File: src/rtl/uart_rx_cfg.sv
// Parametrised UART receiver with 2-flop input synchroniser and 3-sample majority vote.
// Reports parity, framing, overrun and break status through a valid/ready holding register.
module uart_rx_cfg #(
    parameter int CLK_FREQ   = 50000000,
    parameter int BAUD_RATE  = 9600,
    parameter int DATA_BITS  = 8,
    parameter int PARITY     = 0,
    parameter int STOP_BITS  = 1,
    parameter int OVERSAMPLE = 16
) (
    input  logic                 clk,
    input  logic                 reset,
    input  logic                 rx_line,
    output logic [DATA_BITS-1:0] rx_data,
    output logic                 rx_valid,
    input  logic                 rx_ready,
    output logic                 parity_err,
    output logic                 frame_err,
    output logic                 overrun_err,
    output logic                 break_det,
    output logic                 rx_busy
);
    localparam int DIV = CLK_FREQ / (BAUD_RATE * OVERSAMPLE);
    localparam int TW  = (DIV > 1) ? $clog2(DIV) : 1;
    localparam int SW  = $clog2(OVERSAMPLE);
    localparam int BW  = $clog2(DATA_BITS + 1);
    localparam int M   = OVERSAMPLE / 2;

    localparam logic [TW-1:0] TICK_LAST = TW'(DIV - 1);
    localparam logic [SW-1:0] S_M1      = SW'(M - 1);
    localparam logic [SW-1:0] S_M       = SW'(M);
    localparam logic [SW-1:0] S_VOTE    = SW'(M + 1);
    localparam logic [SW-1:0] S_LAST    = SW'(OVERSAMPLE - 1);
    localparam logic [BW-1:0] BIDX_DATA = BW'(DATA_BITS);
    localparam logic [BW-1:0] LAST_STOP = BW'(STOP_BITS - 1);

    if (DIV < 1) begin : g_bad_div
        $error("uart_rx_cfg: CLK_FREQ/(BAUD_RATE*OVERSAMPLE) must be >= 1");
    end

    typedef enum logic [2:0] {IDLE, START, DATA, PAR, STOP} state_t;

    state_t                state_q, state_d;
    logic                  sync1_q, sync2_q;
    logic [TW-1:0]         cnt_q;
    logic [SW-1:0]         s_q, s_d;
    logic [BW-1:0]         bidx_q, bidx_d;
    logic [DATA_BITS-1:0]  sh_q, sh_d;
    logic [1:0]            smp_q, smp_d;
    logic                  pv_q, pv_d;
    logic                  perr_q, perr_d;
    logic                  ferr_q, ferr_d;
    logic                  stop0_q, stop0_d;
    logic                  busy_q, busy_d;
    logic                  armed_q, armed_d;
    logic                  done_q, done_d;
    logic                  line, tick, vote, at_vote, at_end, par_exp, brk, load;

    assign line    = sync2_q;
    assign tick    = (cnt_q == TICK_LAST);
    assign vote    = (smp_q[0] & smp_q[1]) | (smp_q[0] & line) | (smp_q[1] & line);
    assign at_vote = tick && (s_q == S_VOTE);
    assign at_end  = tick && (s_q == S_LAST);
    assign par_exp = (PARITY == 1) ? ~^sh_q : ^sh_q;

    always_ff @(posedge clk or posedge reset) begin
        if (reset) begin
            sync1_q <= 1'b1;
            sync2_q <= 1'b1;
            cnt_q   <= '0;
        end else begin
            sync1_q <= rx_line;
            sync2_q <= sync1_q;
            cnt_q   <= tick ? '0 : cnt_q + 1'b1;
        end
    end

    always_ff @(posedge clk or posedge reset) begin
        if (reset) begin
            state_q <= IDLE;
            s_q     <= '0;
            bidx_q  <= '0;
            sh_q    <= '0;
            smp_q   <= '0;
            pv_q    <= 1'b0;
            perr_q  <= 1'b0;
            ferr_q  <= 1'b0;
            stop0_q <= 1'b0;
            busy_q  <= 1'b0;
            armed_q <= 1'b1;
            done_q  <= 1'b0;
        end else begin
            state_q <= state_d;
            s_q     <= s_d;
            bidx_q  <= bidx_d;
            sh_q    <= sh_d;
            smp_q   <= smp_d;
            pv_q    <= pv_d;
            perr_q  <= perr_d;
            ferr_q  <= ferr_d;
            stop0_q <= stop0_d;
            busy_q  <= busy_d;
            armed_q <= armed_d;
            done_q  <= done_d;
        end
    end

    always_comb begin
        state_d = state_q;
        s_d     = s_q;
        bidx_d  = bidx_q;
        sh_d    = sh_q;
        smp_d   = smp_q;
        pv_d    = pv_q;
        perr_d  = perr_q;
        ferr_d  = ferr_q;
        stop0_d = stop0_q;
        busy_d  = busy_q;
        armed_d = armed_q;
        done_d  = 1'b0;

        if (tick && state_q != IDLE) begin
            s_d = (s_q == S_LAST) ? '0 : s_q + 1'b1;
            if (s_q == S_M1) smp_d[0] = line;
            if (s_q == S_M)  smp_d[1] = line;
        end

        unique case (state_q)
            IDLE: begin
                if (line) armed_d = 1'b1;
                if (tick && !line && armed_q) begin
                    state_d = START;
                    s_d     = '0;
                    pv_d    = 1'b0;
                    perr_d  = 1'b0;
                    ferr_d  = 1'b0;
                    stop0_d = 1'b1;
                end
            end
            START: begin
                if (at_vote) begin
                    if (vote) state_d = IDLE;
                    else      busy_d  = 1'b1;
                end else if (at_end) begin
                    state_d = DATA;
                    bidx_d  = '0;
                end
            end
            DATA: begin
                if (at_vote) begin
                    sh_d   = {vote, sh_q[DATA_BITS-1:1]};
                    bidx_d = bidx_q + 1'b1;
                end else if (at_end && bidx_q == BIDX_DATA) begin
                    state_d = (PARITY != 0) ? PAR : STOP;
                    bidx_d  = '0;
                end
            end
            PAR: begin
                if (at_vote) begin
                    pv_d   = vote;
                    perr_d = (vote != par_exp);
                end else if (at_end) begin
                    state_d = STOP;
                end
            end
            STOP: begin
                if (at_vote) begin
                    if (!vote) ferr_d = 1'b1;
                    stop0_d = stop0_q & ~vote;
                    if (bidx_q == LAST_STOP) begin
                        // A low final stop (break or framing fault) must see the line high before re-arming.
                        state_d = IDLE;
                        done_d  = 1'b1;
                        busy_d  = 1'b0;
                        armed_d = vote;
                    end else begin
                        bidx_d = bidx_q + 1'b1;
                    end
                end
            end
            default: state_d = IDLE;
        endcase
    end

    assign brk  = (sh_q == '0) && ((PARITY == 0) || !pv_q) && stop0_q;
    assign load = done_q && !brk && (!rx_valid || rx_ready);

    always_ff @(posedge clk or posedge reset) begin
        if (reset) begin
            rx_data     <= '0;
            rx_valid    <= 1'b0;
            parity_err  <= 1'b0;
            frame_err   <= 1'b0;
            overrun_err <= 1'b0;
            break_det   <= 1'b0;
        end else begin
            overrun_err <= done_q && !brk && rx_valid && !rx_ready;
            break_det   <= done_q && brk;
            if (load) begin
                rx_data    <= sh_q;
                rx_valid   <= 1'b1;
                parity_err <= perr_q;
                frame_err  <= ferr_q;
            end else if (rx_valid && rx_ready) begin
                rx_valid <= 1'b0;
            end
        end
    end

    assign rx_busy = busy_q;

endmodule

File: config.mk
export PLATFORM = sky130hd
export DESIGN_NAME = uart_rx_cfg
export DESIGN_NICKNAME = d
export VERILOG_FILES = /design/src/rtl/uart_rx_cfg.sv
export SDC_FILE = /design/constraint.sdc
export NUM_CORES = 1
export LEC_CHECK = 0
export BUFFER_PORTS_ARGS = -buffer_cell sky130_fd_sc_hd__buf_2
export CORE_AREA = 3 3 52 90
export DETAILED_ROUTE_END_ITERATION = 6
export DIE_AREA = 0 0 55 93
export GPL_TIMING_DRIVEN = 0
export PLACE_DENSITY = 0.82
export SYNTH_ARGS = -nofsm -noshare
export SYNTH_HDL_FRONTEND = slang
export SYNTH_SLANG_ARGS = --single-unit
File: constraint.sdc
create_clock -name clk -period 3.6 [get_ports clk]
set_input_delay 0.54 -clock clk [delete_from_list [all_inputs] [get_ports clk]]
set_output_delay 0.54 -clock clk [all_outputs]
set_load 0.01 [all_outputs]
==> impl_metrics.env, run 1 <==
export IMPL_status="complete, no violations"
export IMPL_yosysWarnings=0
export IMPL_seq_area_frac_synth_pct=50.07
export IMPL_ff2ff_setup_slack_ps=1560
export IMPL_clkTransAtPathRegs_ps=90
export IMPL_grt_pass1_vias=1827
export IMPL_syn_inst=249
export IMPL_cts_resized_gates=0
export IMPL_coreArea_sq_mm=0.004111
export IMPL_reg2reg_depth=7
export IMPL_power_density_mw_per_mm2=351.7
export IMPL_diodes=0
export IMPL_slew_headroom_pct=57.78
export IMPL_grtUsageTotal_pct=21.02
export IMPL_avgViaCountPerCell=5.704
export IMPL_worstSetupStartpointType="flip-flop"
export IMPL_dieWidth_microns=55
export IMPL_period_share_pct=56.66
export IMPL_p_clk_share_pct=40.8
export IMPL_drtAntennaViolNets=0
export IMPL_cts_root_buffer="clkbuf_8"
export IMPL_skew_ps=8.201
export IMPL_htree_levels=2
export IMPL_dpl_cell_area_sq_mm=0.002723
export IMPL_postCtsSetupBuffers=0
export IMPL_synth_fp_nets=264
export IMPL_power_frac_comb_pct=1.6
export IMPL_synth_common_cells="48 x dfrtp_1, 29 x nand2_1, 29 x o21ai_0"
export IMPL_hold_class="primary input to asynchronous set/reset pin"
export IMPL_nNetsFinal=289
export IMPL_place_congestion=0.8337
export IMPL_p_seq_share_pct=57.6
export IMPL_numCtsBuffers=5
export IMPL_antenna_found_initial=0
export IMPL_die_area_sq_mm=0.005115
export IMPL_yosysMostFrequentCell="dfrtp_1"
export IMPL_synth_edf_count=0
export IMPL_endpoint="bidx_q[3]$_DFFE_PP0P_"
export IMPL_tightest_slew_ps=633.2
export IMPL_synth_top_flop_cell="dfrtp_1"
export IMPL_cts_sinks=51
export IMPL_switching_share_pct=19.62
export IMPL_grt_pass1_wl_mm=7.803
export IMPL_maxClockFrequency_mhz=490.2
export IMPL_critPathLaunch="bidx_q[0]$_DFFE_PP0P_"
export IMPL_synth_area_top_cells="dfrtp_1 47%, o21ai_0 5.7%, ha_1 5.4%"
export IMPL_grt_ovfl_total=0
export IMPL_period_minus_slack_ps=2040
export IMPL_grt_max_degree=32
export IMPL_critPathCaptureType="flip-flop"
export IMPL_irDropWorstVdd_mv=0.2822
export IMPL_area_growth_pct=11.11
export IMPL_hpwlAfterDp_mm=3.595
export IMPL_final_hold_viol_count=0
export IMPL_cts_tree="yes"
export IMPL_ys_async_sr_fraction_pct=100.0
export IMPL_clock_path_buffers=2
export IMPL_route_detailed_drc=0
export IMPL_first_pass_iters=4
export IMPL_utilization_pct=69.08
export IMPL_drive_gt1_share_pct=19.64
export IMPL_postRouteWirelength_mm=4.753
export IMPL_yosysTopAreaCell="dfrtp_1"
export IMPL_p_int_mw=0.8030
export IMPL_rsz0062_at_grt="false"
export IMPL_ys_types=48
export IMPL_worstPathRequired_ps=3780
export IMPL_fp_dieH_microns=93
export IMPL_num_vias=1848
export IMPL_start_util_pct=62.17
export IMPL_regToRegEndpoint="bidx_q[3]$_DFFE_PP0P_"
export IMPL_wire_per_inst_microns=14.67
export IMPL_criticalPathCategory="flip-flop to flip-flop"
export IMPL_power_leakage_nw=1.312
export IMPL_synth_seq_cells=51
export IMPL_drv_slew=0
export IMPL_setup_viol=0
export IMPL_synth_top_area_share_pct=46.99
export IMPL_final_area_sq_mm=0.002840
export IMPL_avgSynthCellArea_sq_um=10.27
export IMPL_postCtsHoldBufs=0
export IMPL_worstReg2RegStart="bidx_q[0]$_DFFE_PP0P_"
export IMPL_switchingPower_mw=0.1960
export IMPL_arrival_ps=2220
export IMPL_num_rows=31
export IMPL_worst_path_max_fanout=5
export IMPL_portBuffers=17
export IMPL_synth_cell_area_sq_mm=0.002556
export IMPL_first_iter_violations=34
export IMPL_maxCapViolations=0
export IMPL_tns_ps=0
export IMPL_insertion_delay_ps=310
export IMPL_num_io_pins=18
[cells in the final DEF, fill, tap and decap left out, types with 2 or more instances in the layout]
cell type | netlist | final
a21o_1 | 3 | 3
a21oi_1 | 5 | 5
a31oi_1 | 3 | 3
and3_1 | 5 | 5
and4bb_2 | 2 | 2
buf_2 | 4 | 21
buf_4 | 2 | 2
clkbuf_8 | 0 | 6
dfrtp_1 | 48 | 48
dfstp_2 | 3 | 3
ha_1 | 11 | 11
inv_1 | 17 | 16
mux2_2 | 4 | 4
nand2_1 | 29 | 29
nand2b_1 | 4 | 4
nand3_1 | 13 | 13
nand3b_1 | 2 | 2
nand4_1 | 3 | 3
nand4bb_4 | 2 | 2
nor2_1 | 15 | 15
nor3_1 | 2 | 2
nor3_2 | 2 | 2
nor3b_1 | 2 | 2
nor4_1 | 2 | 2
o21ai_0 | 29 | 29
o31ai_1 | 4 | 4
or3b_1 | 2 | 2
xnor2_1 | 8 | 8
xor2_1 | 3 | 3
[power groups by stage]
| stage | clock [mW] | combinational, mW | sequential (mW) |
|---|---|---|---|
| after floorplan | 0 | 0.00908 | 0.586 |
| after global placement | 0 | 0.0136 | 0.587 |
| after detailed placement | 0 | 0.0167 | 0.587 |
| after CTS | 0.416 | 0.0167 | 0.575 |
| after global routing | 0.440 | 0.0183 | 0.576 |
| final | 0.408 | 0.0158 | 0.575 |
[per-layer routing]
metal	wire length [microns]	vias up	global-route usage [%]	part of all wire (%)
met2	2628	41	36.66	55
met5	0	-	0	0
met1	1840	877	22.36	39
li1	-	919	-	-
met4	121	0	11.16	2.5
met3	163	11	4.147	3.4
[worst min-delay path by stage]
stage | from | to | cells past startpoint
after detailed placement | sync1_q$_DFF_PP1_ | line$_DFF_PP1_ | 0
after global placement | sync1_q$_DFF_PP1_ | line$_DFF_PP1_ | 0
after floorplan | sync1_q$_DFF_PP1_ | line$_DFF_PP1_ | 0
final | reset | ferr_q$_DFFE_PP0P_ | 2
after CTS | reset | ferr_q$_DFFE_PP0P_ | 2
after global routing | reset | ferr_q$_DFFE_PP0P_ | 2
[sequential cells by signal, summed over array words and instances, names as in the netlist, 2 cells and up]
signal	count
state_q	3
smp_q	2
rx_data	8
cnt_q	9
bidx_q	4
sh_q	8
s_q	4
[area by class of cell]
class,count,area [sq um]
buffer,7,38.79
tap,49,61.31
sequential,51,1280
clock buffer,6,82.58
inverter,17,63.81
timing repair buffer,18,105.1
fill,321,1271
multi-input combinational,174,1174
clock inverter,2,35.03
[critical path: stages, from the launching register on]
cell and delay, ps:
dfrtp_1 420, inv_1 90, ha_1 180, or3b_1 410, a21o_2 240, a31oi_2 280, or2_4 200, o21ai_0 90
[cell families after synthesis]
kind of cell             share of synthesized area (%)
AO/OA/AOI/OAI                                    12.87
XOR/XNOR                                         3.769
adder cells (fa/ha/maj)                          5.384
buffers and inverters                            4.013
flip-flops                                       50.07
multiplexers                                     2.154
AND/OR/NAND/NOR                                  21.73
[metrics by stage]
| step | hold slack (ps) | cells | setup WS, ps | total power, mW |
|---|---|---|---|---|
| detailed placement | 347.6 | 316 | 1566 | 0.6034 |
| floorplan | 345.2 | 249 | 1815 | 0.5956 |
| CTS | 243.0 | 324 | 1558 | 1.008 |
| finish | 227.6 | 324 | 1560 | 0.9990 |
| global route | 257.2 | 324 | 1383 | 1.034 |
| global placement | 345.8 | 315 | 1238 | 0.6003 |
(Power assumes the default switching activity.)
==> run 2, diff against run 1 <==
--- a/config.mk
+++ b/config.mk
@@ -6,11 +6,11 @@
 export NUM_CORES = 1
 export LEC_CHECK = 0
 export BUFFER_PORTS_ARGS = -buffer_cell sky130_fd_sc_hd__buf_2
-export CORE_AREA = 3 3 52 90
+export CORE_AREA = 3 3 57 98
 export DETAILED_ROUTE_END_ITERATION = 6
-export DIE_AREA = 0 0 55 93
+export DIE_AREA = 0 0 60 101
 export GPL_TIMING_DRIVEN = 0
-export PLACE_DENSITY = 0.82
+export PLACE_DENSITY = 0.72
 export SYNTH_ARGS = -nofsm -noshare
 export SYNTH_HDL_FRONTEND = slang
 export SYNTH_SLANG_ARGS = --single-unit
==> constraint.sdc (replaced) <==
create_clock -name clk -period 1.75 [get_ports clk]
set_input_delay 0.2625 -clock clk [delete_from_list [all_inputs] [get_ports clk]]
set_output_delay 0.2625 -clock clk [all_outputs]
set_load 0.01 [all_outputs]
==> run 2 against run 1 <==
  * Cell area grew 15%
  * Sequential share of layout area shrank 5.8 points
  * The flow now finishes with violations (negative hold slack, negative setup slack)
  * Setup slack lost 1900 ps
  * Global-route usage shrank 1.7 points
  * Clock skew shrank 5.4 ps
  * Register-to-register slack lost 1900 ps
  * Critical path depth grew 1
  * Clock power grew 82%
  * Fmax shrank 1.3%
==> impl_metrics.env, run 2 (synthesis gave the netlist of run 1 again) <==
export IMPL_postRouteWirelength_mm=5.945
export IMPL_worst_path_max_fanout=4
export IMPL_drive_gt1_share_pct=36.58
export IMPL_tightest_slew_ps=730.6
export IMPL_slew_headroom_pct=51.29
export IMPL_largest_register_ffs=9
export IMPL_grt_pass1_wl_mm=8.956
export IMPL_drtAntennaViolNets=0
export IMPL_seq_area_sq_mm=0.001281
export IMPL_area_growth_pct=27.51
export IMPL_numCtsBuffers=5
export IMPL_cts_tree="yes"
export IMPL_die_area_sq_mm=0.006060
export IMPL_insertion_delay_ps=310
export IMPL_ff2ff_setup_slack_ps=-320
export IMPL_reg_largest_list="cnt_q (9), rx_data (8), sh_q (8)"
export IMPL_worstReg2RegStart="cnt_q[0]$_DFF_PP0_"
export IMPL_worstSetupStartpointType="flip-flop"
export IMPL_fillers=389
export IMPL_status="complete, but fails checks"
export IMPL_maxClockFrequency_mhz=483.6
export IMPL_final_hold_viol_count=2
export IMPL_final_area_sq_mm=0.003259
export IMPL_htree_levels=2
export IMPL_setup_viol=14
export IMPL_whs_ps=-0.009881
export IMPL_diodes=0
export IMPL_regToRegEndpoint="state_q[1]$_DFFE_PP0P_"
export IMPL_place_congestion=0.8440
export IMPL_postCtsHoldBufs=0
export IMPL_arrival_ps=2320
export IMPL_route_detailed_drc=0
export IMPL_clock_path_buffers=2
export IMPL_grt_pass1_vias=1926
export IMPL_grt_ovfl_total=0
export IMPL_layout_commonest_cell="dfrtp_1"
export IMPL_first_pass_iters=4
export IMPL_criticalPathCategory="flip-flop to flip-flop"
export IMPL_nNetsFinal=312
export IMPL_skew_ps=2.839
export IMPL_dpl_cell_area_sq_mm=0.002729
export IMPL_total_power_mw=1.961
export IMPL_period_minus_slack_ps=2068
export IMPL_cts_sinks=51
export IMPL_maxCapViolations=0
export IMPL_post_route_worst_setup_slack_ps=-317.6
export IMPL_final_cells=352
export IMPL_critPathCaptureType="flip-flop"
export IMPL_period_share_pct=118.2
export IMPL_first_iter_violations=79
export IMPL_cts_root_buffer="clkbuf_8"
export IMPL_worstPathRequired_ps=2000
export IMPL_grtUsageTotal_pct=19.36
export IMPL_violations="negative hold slack, negative setup slack"
export IMPL_grt_max_degree=27
export IMPL_hpwlAfterDp_mm=3.720
export IMPL_irDropWorstVdd_mv=0.5874
export IMPL_num_rows=34
export IMPL_multi_input_area_sq_mm=0.001403
export IMPL_clkTransAtPathRegs_ps=90
export IMPL_power_leakage_nw=1.467
export IMPL_dp_slack_ps=-270.0
export IMPL_drv_slew=0
export IMPL_num_io_pins=18
export IMPL_rsz0062_at_grt="true"
export IMPL_hold_class="primary input to asynchronous set/reset pin"
export IMPL_mostFrequentLayoutCells="47 x dfrtp_1, 28 x nand2_1, 22 x buf_4"
export IMPL_avgViaCountPerCell=5.881
export IMPL_wire_per_inst_microns=16.89
export IMPL_coreArea_sq_mm=0.004935
export IMPL_antenna_found_initial=0
export IMPL_utilization_pct=66.05
export IMPL_fp_dieH_microns=101
export IMPL_portBuffers=17
export IMPL_power_density_mw_per_mm2=601.8
export IMPL_dieWidth_microns=60
export IMPL_post_place_cells=321
export IMPL_num_vias=2070
export IMPL_reg2reg_depth=8
export IMPL_top_register="cnt_q"
export IMPL_start_util_pct=51.80
-- run 2: cell types whose count changed in the layout (fill, tap and decap cells not counted), sizes merged --
cell    change
clkbuf      +2
buf        +23
bufinv      -1
clkinv      -1
-- run 2: timing repair --
| item | CTS | global route |
|---|---|---|
| gates resized for setup | 31 | 43 |
| pin swaps | 16 | 13 |
| setup buffers | 9 | 14 |
| endpoints found under the hold margin | 0 | 0 |
| setup endpoints to repair | 35 | 32 |
-- run 2: stage by stage --
| stage | TNS (ps) | hold slack (ps) |
|---|---|---|
| floorplan | -118.5 | 267.0 |
| global placement | -25280 | 345.6 |
| detailed placement | -5418 | 344.6 |
| CTS | -479.4 | 15.97 |
| global route | -3230 | 36.74 |
| finish | -1537 | -0.009881 |
-- run 2: how the worst max path moves through the flow --
stage,start,end,slack (ps),cells past startpoint
3_3_place_gp,reset,cnt_q[5]$_DFF_PP0_,-430,2
6_report,cnt_q[0]$_DFF_PP0_,state_q[1]$_DFFE_PP0P_,-320,8
2_1_floorplan,bidx_q[0]$_DFFE_PP0P_,bidx_q[3]$_DFFE_PP0P_,-40,7
3_5_place_dp,cnt_q[0]$_DFF_PP0_,armed_q$_DFFE_PP1P_,-270,8
4_1_cts,bidx_q[0]$_DFFE_PP0P_,bidx_q[1]$_DFFE_PP0P_,-80,7
5_1_grt,cnt_q[0]$_DFF_PP0_,state_q[1]$_DFFE_PP0P_,-370,8
-- run 2: final cells by class --
class,instances,area share [%]
Sequential cell,51,39.31
Multi-Input combinational cell,174,43.03
Inverter,17,1.958
Clock buffer,8,3.071
Buffer,7,1.689
Timing Repair Buffer,41,8.868
Tap cell,54,2.073
-- run 2: metal layers --
layer | track usage (%) | up-vias | wire length, microns
li1 | - | 964 | -
met1 | 20.28 | 1037 | 2172
met2 | 36.25 | 47 | 3361
met3 | 2.436 | 22 | 162
met4 | 8.874 | 0 | 248
met5 | 0 | - | 0
-- run 2: power breakdown --
part           switching, mW  total [mW]  leakage, nW  internal (mW)
Combinational         0.0259      0.0339        0.729        0.00800
Sequential           0.00212        1.18        0.686           1.18
Clock                  0.382       0.744       0.0515          0.361
-- run 2: critical path, cell delays in order, from the launching register on --
cell       delay (ps)
dfrtp_1           400
inv_2              70
ha_4              140
nand4bb_4         180
buf_4             190
nor4_1            490
a311oi_1          160
nand4_1           210
a21o_1            150
==> run 3, diff against run 2 <==
==> config.mk (replaced) <==
export PLATFORM = sky130hd
export DESIGN_NAME = uart_rx_cfg
export DESIGN_NICKNAME = d
export VERILOG_FILES = /design/src/rtl/uart_rx_cfg.sv
export SDC_FILE = /design/constraint.sdc
export NUM_CORES = 1
export LEC_CHECK = 0
export ABC_AREA = 1
export BUFFER_PORTS_ARGS = -buffer_cell sky130_fd_sc_hd__buf_2
export CORE_AREA = 3 3 57 99
export DETAILED_ROUTE_END_ITERATION = 6
export DIE_AREA = 0 0 60 102
export GPL_TIMING_DRIVEN = 0
export PLACE_DENSITY = 0.73
export SYNTH_ARGS = -nofsm -noshare
export SYNTH_HDL_FRONTEND = slang
export SYNTH_SLANG_ARGS = --single-unit
==> run 3 against run 2 <==
  * The run now ends clean
  * Non-clock buffer count is 19 lower
  * First-iteration DRC count is 23% lower
  * Register-to-register slack better by 360 ps
  * Critical endpoint is now state_q[0]$_DFFE_PP0P_
  * Largest power group unchanged
==> impl_metrics.env, run 3 <==
export IMPL_mostFrequentLayoutCells="67 x nand2_1, 48 x dfrtp_1, 42 x inv_1"
export IMPL_avgViaCountPerCell=5.137
export IMPL_ys_async_sr_fraction_pct=100.0
export IMPL_min_path_cells=1
export IMPL_yosysMostFrequentCell="nand2_1"
export IMPL_p_seq_share_pct=58.5
export IMPL_num_vias=2060
export IMPL_wire_per_inst_microns=12.05
export IMPL_area_growth_pct=15.40
export IMPL_critPathMaxStageDelay_ps=410
export IMPL_total_power_mw=2.022
export IMPL_synth_seq_cells=51
export IMPL_worstPathRequired_ps=1950
export IMPL_reg_largest_list="cnt_q (9), rx_data (8), sh_q (8)"
export IMPL_seq_area_frac_synth_pct=48.62
export IMPL_p_clk_share_pct=39.8
export IMPL_postRouteWirelength_mm=4.833
export IMPL_worstSetupStartpointType="flip-flop"
export IMPL_drive_gt1_share_pct=23.34
export IMPL_drv_slew=0
export IMPL_fp_dieH_microns=102
export IMPL_p_int_mw=1.609
export IMPL_drtAntennaViolNets=0
export IMPL_synth_area_top_cells="dfrtp_1 46%, nand2_1 9.8%, inv_1 6.4%"
export IMPL_antenna_found_initial=0
export IMPL_avgSynthCellArea_sq_um=8.384
export IMPL_synth_common_cells="69 x nand2_1, 48 x dfrtp_1, 45 x inv_1"
export IMPL_rsz0062_at_grt="true"
export IMPL_status="complete, no violations"
export IMPL_whs_ps=50.28
export IMPL_hold_class="primary input to flip-flop"
export IMPL_switching_share_pct=20.43
export IMPL_insertion_delay_ps=310
export IMPL_period_minus_slack_ps=1704
export IMPL_maxClockFrequency_mhz=586.7
export IMPL_grt_ovfl_total=0
export IMPL_power_leakage_nw=1.576
export IMPL_yosysWarnings=0
export IMPL_htree_levels=2
export IMPL_grtUsageTotal_pct=17.22
export IMPL_cts_sinks=51
export IMPL_post_place_cells=386
export IMPL_die_area_sq_mm=0.006120
export IMPL_worstHoldStart="rx_line"
export IMPL_clkTransAtPathRegs_ps=90
export IMPL_first_pass_iters=6
export IMPL_hpwlAfterDp_mm=3.623
export IMPL_grt_pass1_vias=1918
export IMPL_multi_input_area_sq_mm=0.001184
export IMPL_worst_path_max_fanout=6
export IMPL_irDropWorstVdd_mv=0.6476
export IMPL_num_io_pins=18
export IMPL_first_iter_violations=61
export IMPL_numCtsBuffers=5
export IMPL_synth_edf_count=0
export IMPL_yosysTopAreaCell="dfrtp_1"
export IMPL_critPathLaunch="cnt_q[0]$_DFF_PP0_"
export IMPL_period_share_pct=97.39
export IMPL_dpl_cell_area_sq_mm=0.002805
export IMPL_worstReg2RegStart="cnt_q[0]$_DFF_PP0_"
export IMPL_final_hold_viol_count=0
export IMPL_grt_pass1_wl_mm=8.010
export IMPL_tns_ps=0
export IMPL_final_area_sq_mm=0.003038
export IMPL_ys_types=31
export IMPL_synth_fp_nets=329
export IMPL_arrival_ps=1910
export IMPL_path_depth=14
export IMPL_num_rows=34
export IMPL_dieWidth_microns=60
export IMPL_crit_buf_inv=4
export IMPL_critical_path_top_delay_family="simple AND/OR/NAND/NOR gates"
export IMPL_cpMostUsedCell="nand2_1"
export IMPL_utilization_pct=61.56
export IMPL_critPathSlowestCell="dfrtp_1"
export IMPL_syn_inst=314
export IMPL_critPathCaptureType="flip-flop"
export IMPL_reg2reg_depth=14
export IMPL_top_register="cnt_q"
export IMPL_seq_area_sq_mm=0.001280
export IMPL_place_congestion=0.8419
export IMPL_final_cells=401
export IMPL_tightest_slew_ps=448.0
export IMPL_slew_headroom_pct=69.93
export IMPL_clock_path_buffers=2
export IMPL_route_detailed_drc=0
export IMPL_grt_max_degree=44
export IMPL_cts_root_buffer="clkbuf_8"
export IMPL_path_cells="inv_1 -> ha_2 -> nand2_4 -> inv_2 -> nand2_2 -> nor2_4 -> buf_6 -> nand3_2 -> nand2_1 -> nand2_1 -> inv_2 -> nand3_2 -> nand2_1 -> nand2_1"
export IMPL_coreArea_sq_mm=0.004935
export IMPL_layout_commonest_cell="nand2_1"
export IMPL_nNetsFinal=362
export IMPL_synth_cell_area_sq_mm=0.002633
export IMPL_diodes=0
export IMPL_power_density_mw_per_mm2=665.7
export IMPL_setup_viol=0
export IMPL_skew_ps=7.962
export IMPL_power_frac_comb_pct=1.7
export IMPL_switchingPower_mw=0.4132
export IMPL_maxCapViolations=0
export IMPL_synth_top_flop_cell="dfrtp_1"
export IMPL_synth_top_area_share_pct=45.63
export IMPL_cts_tree="yes"
export IMPL_start_util_pct=53.35
export IMPL_portBuffers=17
export IMPL_post_route_worst_setup_slack_ps=45.64
export IMPL_largest_register_ffs=9
export IMPL_fillers=428
export IMPL_dp_slack_ps=-66.67
export IMPL_criticalPathCategory="flip-flop to flip-flop"
## run 3: worst register-to-register path: cells and delay by family, from the launching register on
kind          cells  cell delay [ps]
fa+ha+maj         1              180
buf+inv           4              340
flops             1              410
simple gates      9              680
## run 3: metal layers
| metal | vias to the layer above | share of wire (%) | wire, microns | global-route usage (%) |
|---|---|---|---|---|
| met2 | 29 | 54 | 2623 | 31.83 |
| met4 | 0 | 3.5 | 167 | 8.703 |
| met1 | 966 | 40 | 1916 | 17.40 |
| li1 | 1052 | - | - | - |
| met5 | - | 0 | 0 | 0 |
| met3 | 13 | 2.6 | 126 | 3.540 |
## run 3: kinds of logic after synthesis
family          synth area share [%]
compound gates                 8.127
xor+xnor                       2.662
simple gates                   26.76
flops                          48.62
buf+inv                        8.602
fa+ha+maj                      5.228
## run 3: area by class of cell
class	count	share of cell area, %
Buffer	2	0.6178
Tap cell	54	2.224
Clock inverter	2	1.236
Sequential cell	51	42.13
Clock buffer	5	2.265
Inverter	55	6.796
Multi-Input combinational cell	205	38.96
Timing Repair Buffer	27	5.766
## run 3: power groups by stage
stage	logic [mW]	registers (mW)	clock network [mW]
after global placement	0.0289	1.21	0
after detailed placement	0.0355	1.21	0
after floorplan	0.0193	1.21	0
after CTS	0.0373	1.18	0.822
final	0.0348	1.18	0.804
after global routing	0.0410	1.18	0.872
## run 3: worst paths after layout
path,to,slack [ps]
setup / recovery,state_q[0]$_DFFE_PP0P_,50
hold / removal,sync1_q$_DFF_PP1_,50
setup reg to reg,state_q[0]$_DFFE_PP0P_,50
hold reg to reg,line$_DFF_PP1_,360
max in group asynchronous,armed_q$_DFFE_PP1P_,810
min in group asynchronous,cnt_q[0]$_DFF_PP0_,400
## run 3: what timing repair did
action                                 CTS  global route
endpoints found under the hold margin    6             0
setup buffers                            1             7
resized for setup                        4            14
pin swaps                                0             6
hold buffers                             1             0
setup endpoints to repair               17            32
